==> src/rtl/gcd_sched_pkg.sv <==
// Shared types and helpers for the round-robin gcd scheduler.
package gcd_sched_pkg;

  typedef enum logic [2:0] {
    IDLE   = 3'd0,
    ISSUE  = 3'd1,
    SETTLE = 3'd2,
    WAIT   = 3'd3,
    RESP   = 3'd4
  } state_t;

  // Bits needed to hold 0..v-1, never less than one.
  function automatic int clog2w(input int v);
    int w;
    w = 1;
    while ((1 << w) < v) w++;
    return w;
  endfunction

endpackage

==> src/rtl/gcd_sched_rr_arbiter.sv <==
// Combinational round-robin arbiter: first asserted request at or above ptr, wrapping.
module rr_arbiter
  import gcd_sched_pkg::*;
#(
  parameter  int N   = 4,
  localparam int IDW = clog2w(N)
) (
  input  logic [N-1:0]   req,
  input  logic [IDW-1:0] ptr,
  output logic [N-1:0]   gnt_onehot,
  output logic [IDW-1:0] gnt_idx,
  output logic           gnt_any
);

  logic [IDW-1:0] w_c;

  always_comb begin
    gnt_onehot = '0;
    gnt_idx    = '0;
    gnt_any    = 1'b0;
    w_c        = '0;
    for (int k = 0; k < N; k++) begin
      w_c = IDW'((int'(ptr) + k) % N);
      if (!gnt_any && req[w_c]) begin
        gnt_any       = 1'b1;
        gnt_onehot[w_c] = 1'b1;
        gnt_idx       = w_c;
      end
    end
  end

endmodule

==> src/rtl/gcd_sched.sv <==
// Shares one gcd core among N requesters: arbitrate, issue, watch, respond.
module gcd_sched
  import gcd_sched_pkg::*;
#(
  parameter  int W       = 10,
  parameter  int N       = 4,
  parameter  int TIMEOUT = 1023,
  localparam int IDW     = clog2w(N),
  localparam int CW      = clog2w(TIMEOUT + 1)
) (
  input  logic           clk,
  input  logic           rst,
  input  logic [N-1:0]   req_valid,
  input  logic [N*W-1:0] req_a,
  input  logic [N*W-1:0] req_b,
  output logic [N-1:0]   req_ready,
  output logic           rsp_valid,
  output logic [IDW-1:0] rsp_id,
  output logic [W-1:0]   rsp_result,
  output logic           rsp_timeout,
  output logic           busy,
  output logic           core_start,
  output logic [W-1:0]   core_a,
  output logic [W-1:0]   core_b,
  input  logic [W-1:0]   core_result,
  input  logic           core_valid
);

  state_t         r_state;
  logic [IDW-1:0] r_ptr, r_id, r_rsp_id;
  logic [W-1:0]   r_a, r_b, r_res;
  logic [CW-1:0]  r_cnt;
  logic           r_rsp_valid, r_rsp_timeout, r_core_start;

  logic [N-1:0]   w_gnt;
  logic [IDW-1:0] w_gnt_idx;
  logic           w_gnt_any;
  logic [W-1:0]   w_a, w_b;

  rr_arbiter #(.N(N)) u_arb (
    .req        (req_valid),
    .ptr        (r_ptr),
    .gnt_onehot (w_gnt),
    .gnt_idx    (w_gnt_idx),
    .gnt_any    (w_gnt_any)
  );

  assign w_a = req_a[w_gnt_idx*W +: W];
  assign w_b = req_b[w_gnt_idx*W +: W];

  assign req_ready   = (r_state == IDLE && !rst) ? w_gnt : '0;
  assign busy        = (r_state != IDLE);
  assign rsp_valid   = r_rsp_valid;
  assign rsp_id      = r_rsp_id;
  assign rsp_result  = r_res;
  assign rsp_timeout = r_rsp_timeout;
  assign core_start  = r_core_start;
  assign core_a      = r_a;
  assign core_b      = r_b;

  always_ff @(posedge clk) begin
    if (rst) begin
      r_state       <= IDLE;
      r_ptr         <= '0;
      r_id          <= '0;
      r_rsp_id      <= '0;
      r_a           <= '0;
      r_b           <= '0;
      r_res         <= '0;
      r_cnt         <= '0;
      r_rsp_valid   <= 1'b0;
      r_rsp_timeout <= 1'b0;
      r_core_start  <= 1'b0;
    end else begin
      r_rsp_valid  <= 1'b0;
      r_core_start <= 1'b0;
      case (r_state)
        IDLE: if (w_gnt_any) begin
          r_a   <= w_a;
          r_b   <= w_b;
          r_id  <= w_gnt_idx;
          r_ptr <= (w_gnt_idx == IDW'(N - 1)) ? '0 : w_gnt_idx + 1'b1;
          // gcd(x,0)=x and gcd(0,0)=0 both reduce to a|b; skip the core.
          if (w_a == '0 || w_b == '0) begin
            r_res         <= w_a | w_b;
            r_rsp_id      <= w_gnt_idx;
            r_rsp_timeout <= 1'b0;
            r_rsp_valid   <= 1'b1;
            r_state       <= RESP;
          end else begin
            r_core_start <= 1'b1;
            r_state      <= ISSUE;
          end
        end
        ISSUE:  r_state <= SETTLE;
        // core_valid may still be high from the previous op here.
        SETTLE: begin
          r_cnt   <= '0;
          r_state <= WAIT;
        end
        WAIT: begin
          if (core_valid) begin
            r_res         <= core_result;
            r_rsp_id      <= r_id;
            r_rsp_timeout <= 1'b0;
            r_rsp_valid   <= 1'b1;
            r_state       <= RESP;
          end else if (r_cnt + 1'b1 == CW'(TIMEOUT)) begin
            r_res         <= '0;
            r_rsp_id      <= r_id;
            r_rsp_timeout <= 1'b1;
            r_rsp_valid   <= 1'b1;
            r_state       <= RESP;
          end else begin
            r_cnt <= r_cnt + 1'b1;
          end
        end
        RESP: begin
          r_rsp_timeout <= 1'b0;
          r_cnt         <= '0;
          r_state       <= IDLE;
        end
        default: r_state <= IDLE;
      endcase
    end
  end

endmodule

==> config.mk <==
export PLATFORM = sky130hd
export DESIGN_NAME = gcd_sched
export DESIGN_NICKNAME = d
export VERILOG_FILES = /design/src/rtl/gcd_sched_pkg.sv /design/src/rtl/gcd_sched_rr_arbiter.sv /design/src/rtl/gcd_sched.sv
export SDC_FILE = /design/constraint.sdc
export NUM_CORES = 1
export LEC_CHECK = 0
export ABC_AREA = 1
export BUFFER_PORTS_ARGS = -buffer_cell sky130_fd_sc_hd__clkbuf_2
export CORE_MARGIN = 2
export CORE_UTILIZATION = 30
export DETAILED_ROUTE_END_ITERATION = 12
export PLACE_DENSITY = 0.58
export SYNTH_ARGS = -nofsm -noshare
export SYNTH_HDL_FRONTEND = slang
export SYNTH_HIERARCHICAL = 1
export SYNTH_SLANG_ARGS = --single-unit
==> constraint.sdc <==
create_clock -name clk -period 4 [get_ports clk]
set_input_delay 0.4 -clock clk [delete_from_list [all_inputs] [get_ports clk]]
set_output_delay 0.4 -clock clk [all_outputs]
set_load 0.005 [all_outputs]
==> results.py <==
metrics = {
    "status": {
        "status": "finished clean",
    },
    "clocking": {
        "cts_setup_buffers": 0,
        "path_clk_slew_ns": 0.07,
        "clkLatencyLatePin_ns": 0.29,
        "ctsLongestPathBuffers": 2,
        "numCtsBuffers": 5,
        "cts_root_buf": "clkbuf_16",
        "cts_tree": "built",
        "clkSinkCount": 52,
        "htree_levels": 2,
        "holdBufCountCts": 0,
    },
    "critical_path": {
        "critPathTopFamily": "simple AND/OR/NAND/NOR gates",
        "crit_slowest_cell": "dfxtp_2",
        "cp_common_cell": "nand2_1",
        "cp-startpoint": "r_ptr[0]",
        "critPathBufInv": 4,
        "timing.rr.start": "r_ptr[0]",
        "worst_setup_path_end_kind": "flop",
        "cp-start-kind": "flop",
        "cpPeakStageDelay_ns": 0.42,
        "path_cells": "inv_2 -> ha_1 -> inv_1 -> nand2_1 -> nand2_2 -> nor2_4 -> nand4_1 -> nand3_1 -> inv_4 -> nand2_1 -> nand3_1 -> nand2_1 -> nand2_1 -> nor2_1 -> nand3b_1 -> nand2_1 -> nand2_1 -> nand2_2 -> inv_2 -> nor2_1 -> nor2_1",
        "cp.arrival_ns": 3.70,
        "crit_required_ns": 4.19,
        "crit_fanout": 41,
        "critPathKind": "reg2reg",
    },
    "global_route": {
        "grt_pass1_wl_um": 19200,
        "antenna_found_initial": 0,
        "gr-total-overflow": 0,
        "grt_max_degree": 42,
        "track_usage_pct": 18.2,
        "grt_pass1_vias": 4060,
    },
    "placed_design": {
        "dp.cells": 840,
        "gp_congestion": 0.853,
        "dpl.hpwl_um": 9180,
        "port_buffers": 136,
    },
    "sta": {
        "skew_ns": 0.00845,
        "slew_viol_final": 0,
        "tightest_slew_ns": 0.613,
        "whs_ns": 0.483,
        "finalHoldViolations": 0,
        "min_period_ns": 3.52,
        "period_share_pct": 87.9,
        "setup_viol": 0,
        "rsz0062_at_grt": "no",
        "max_freq_ghz": 0.284,
        "relSlewSlack_pct": 59.1,
        "finalSetupTns_ns": 0,
    },
    "detailed_routing": {
        "drc_errors": 0,
        "ant_nets": 0,
        "vias": 4208,
        "dr.pass1.iters": 5,
        "routed_via_density": 4.96,
        "drt_iter0_markers": 370,
        "wirelength_um": 11800,
        "wire_per_inst_um": 13.9,
    },
    "cells_and_area": {
        "drive_gt1_share_pct": 27.0,
        "antennaDiodeCount": 0,
        "final_cell_mix": "nand2_1, clkbuf_2, nand3_1",
        "final_nets": 805,
        "finalNonFillerCells": 848,
        "syn2layout_area_growth_pct": 25.4,
        "post-route-util_pct": 38.1,
        "final_common_cell": "nand2_1",
    },
    "floorplan": {
        "initial_core_util_pct": 30.4,
        "die_h_um": 114,
        "core_area_sq_um": 11900,
        "dieArea_sq_um": 12900,
        "die_width_um": 114,
        "pin_count": 137,
        "row_count": 40,
    },
    "min_path": {
        "worst_hold_path_type": "in2reg",
        "worstHoldStart": "rst",
    },
    "power_and_ir_drop": {
        "max-vdd-ir-drop_uv": 340,
        "p_leak_nw": 2.39,
        "power.density_nw_per_um2": 870,
        "power_mw": 3.94,
    },
    "logic_synthesis": {
        "syn_area_per_cell_sq_um": 6.25,
        "synth_edf_count": 0,
        "ys_types": 33,
        "ys.flop_type": "dfxtp_1",
        "ys.warnings.count": 6,
        "async_flop_share_pct": 0,
        "synth_area_sq_um": 3620,
        "netlist_instances": 579,
        "ys_seq_area_share_pct": 28.8,
        "ys_ff_latch": 52,
        "synth_nets": 684,
    },
    "job": {
        "timing.max_cap.violations": 0,
    },
}
cells by family (layout without fill, tap and decap cells):
logic type	Yosys count	after routing	synth area share [%]
AOI/OAI and AO/OA	86	86	14.9
xor gates and xnor gates	1	1	0.242
adders and majority gates	8	8	2.77
buffers and inverters	86	208	11.3
DFF	52	52	28.8
and+or+nand+nor	346	346	42.0
layout make-up:
type | instances | area (sq um)
Clock inverter | 3 | 46.3
Tap cell | 147 | 184
Fill cell | 1323 | 7380
Sequential cell | 52 | 1040
Inverter | 55 | 209
Clock buffer | 5 | 125
Timing Repair Buffer | 145 | 752
Multi-Input combinational cell | 441 | 2180
Yosys cell counts (2+ instances only):
cell,n,area (sq um)
a21boi_0,4,30.0
o211ai_1,20,150
dfxtp_1,52,1040
inv_1,52,195
o21ai_0,7,35.0
nand2_2,10,62.6
o21ai_1,10,50.1
nor2_1,54,203
nand4_1,9,56.3
nor2_4,2,22.5
nand3b_1,3,22.5
a31o_2,10,87.6
nand2_1,183,687
or2_2,2,12.5
nand3_2,3,30.0
buf_2,13,65.1
inv_2,2,7.51
a21oi_1,31,155
nand3_1,75,375
ha_1,8,100
clkbuf_1,9,33.8
buf_6,9,101
layer usage:
| layer | global-route usage [%] | vias to the layer above | share of wire, % | wire length [um] |
|---|---|---|---|---|
| met5 | 0 | - | 0 | 0 |
| met2 | 31.4 | 116 | 48 | 5640 |
| met3 | 1.81 | 8 | 4.2 | 496 |
| met1 | 24.5 | 1955 | 47 | 5530 |
| li1 | - | 2129 | - | - |
| met4 | 4.47 | 0 | 1.2 | 146 |
path summary, 6_finish.rpt:
path | slack [ns] | end | cells past startpoint
min reg2reg | 0.49 | rsp_timeout | 2
max reg2reg | 0.48 | rsp_result[7] | 21
max | 0.48 | rsp_result[7] | 21
min | 0.48 | r_cnt[6] | 2
registers in the layout, indices dropped and copies added (netlist names):
signal / count
core_a: 10
core_b: 10
r_cnt: 10
rsp_result: 10
r_state: 3
r_id: 2
r_ptr: 2
rsp_id: 2
core_start: 1
rsp_timeout: 1
rsp_valid: 1
where the power goes:
part	leakage [nW]	switching [mW]	total, mW	internal (mW)
clock	0.0857	0.203	0.501	0.299
combinational	1.88	1.78	2.70	0.916
sequential	0.427	0.0884	0.747	0.658
what timing repair did:
| action | in CTS | in global routing |
|---|---|---|
| endpoints found under the hold margin | 0 | 0 |
| endpoints found under the setup margin | 0 | 14 |
| resized for setup | 0 | 3 |
metrics by stage:
step / cell area (sq um) / setup WS [ns]
3_5_place_dp: 4360 / 0.278
2_1_floorplan: 3620 / 1.04
3_3_place_gp: 4360 / 0.480
4_1_cts: 4530 / 0.241
6_report: 4530 / 0.484
5_1_grt: 4530 / 0.0300
No activity file was read; power rests on OpenSTA's default activity.
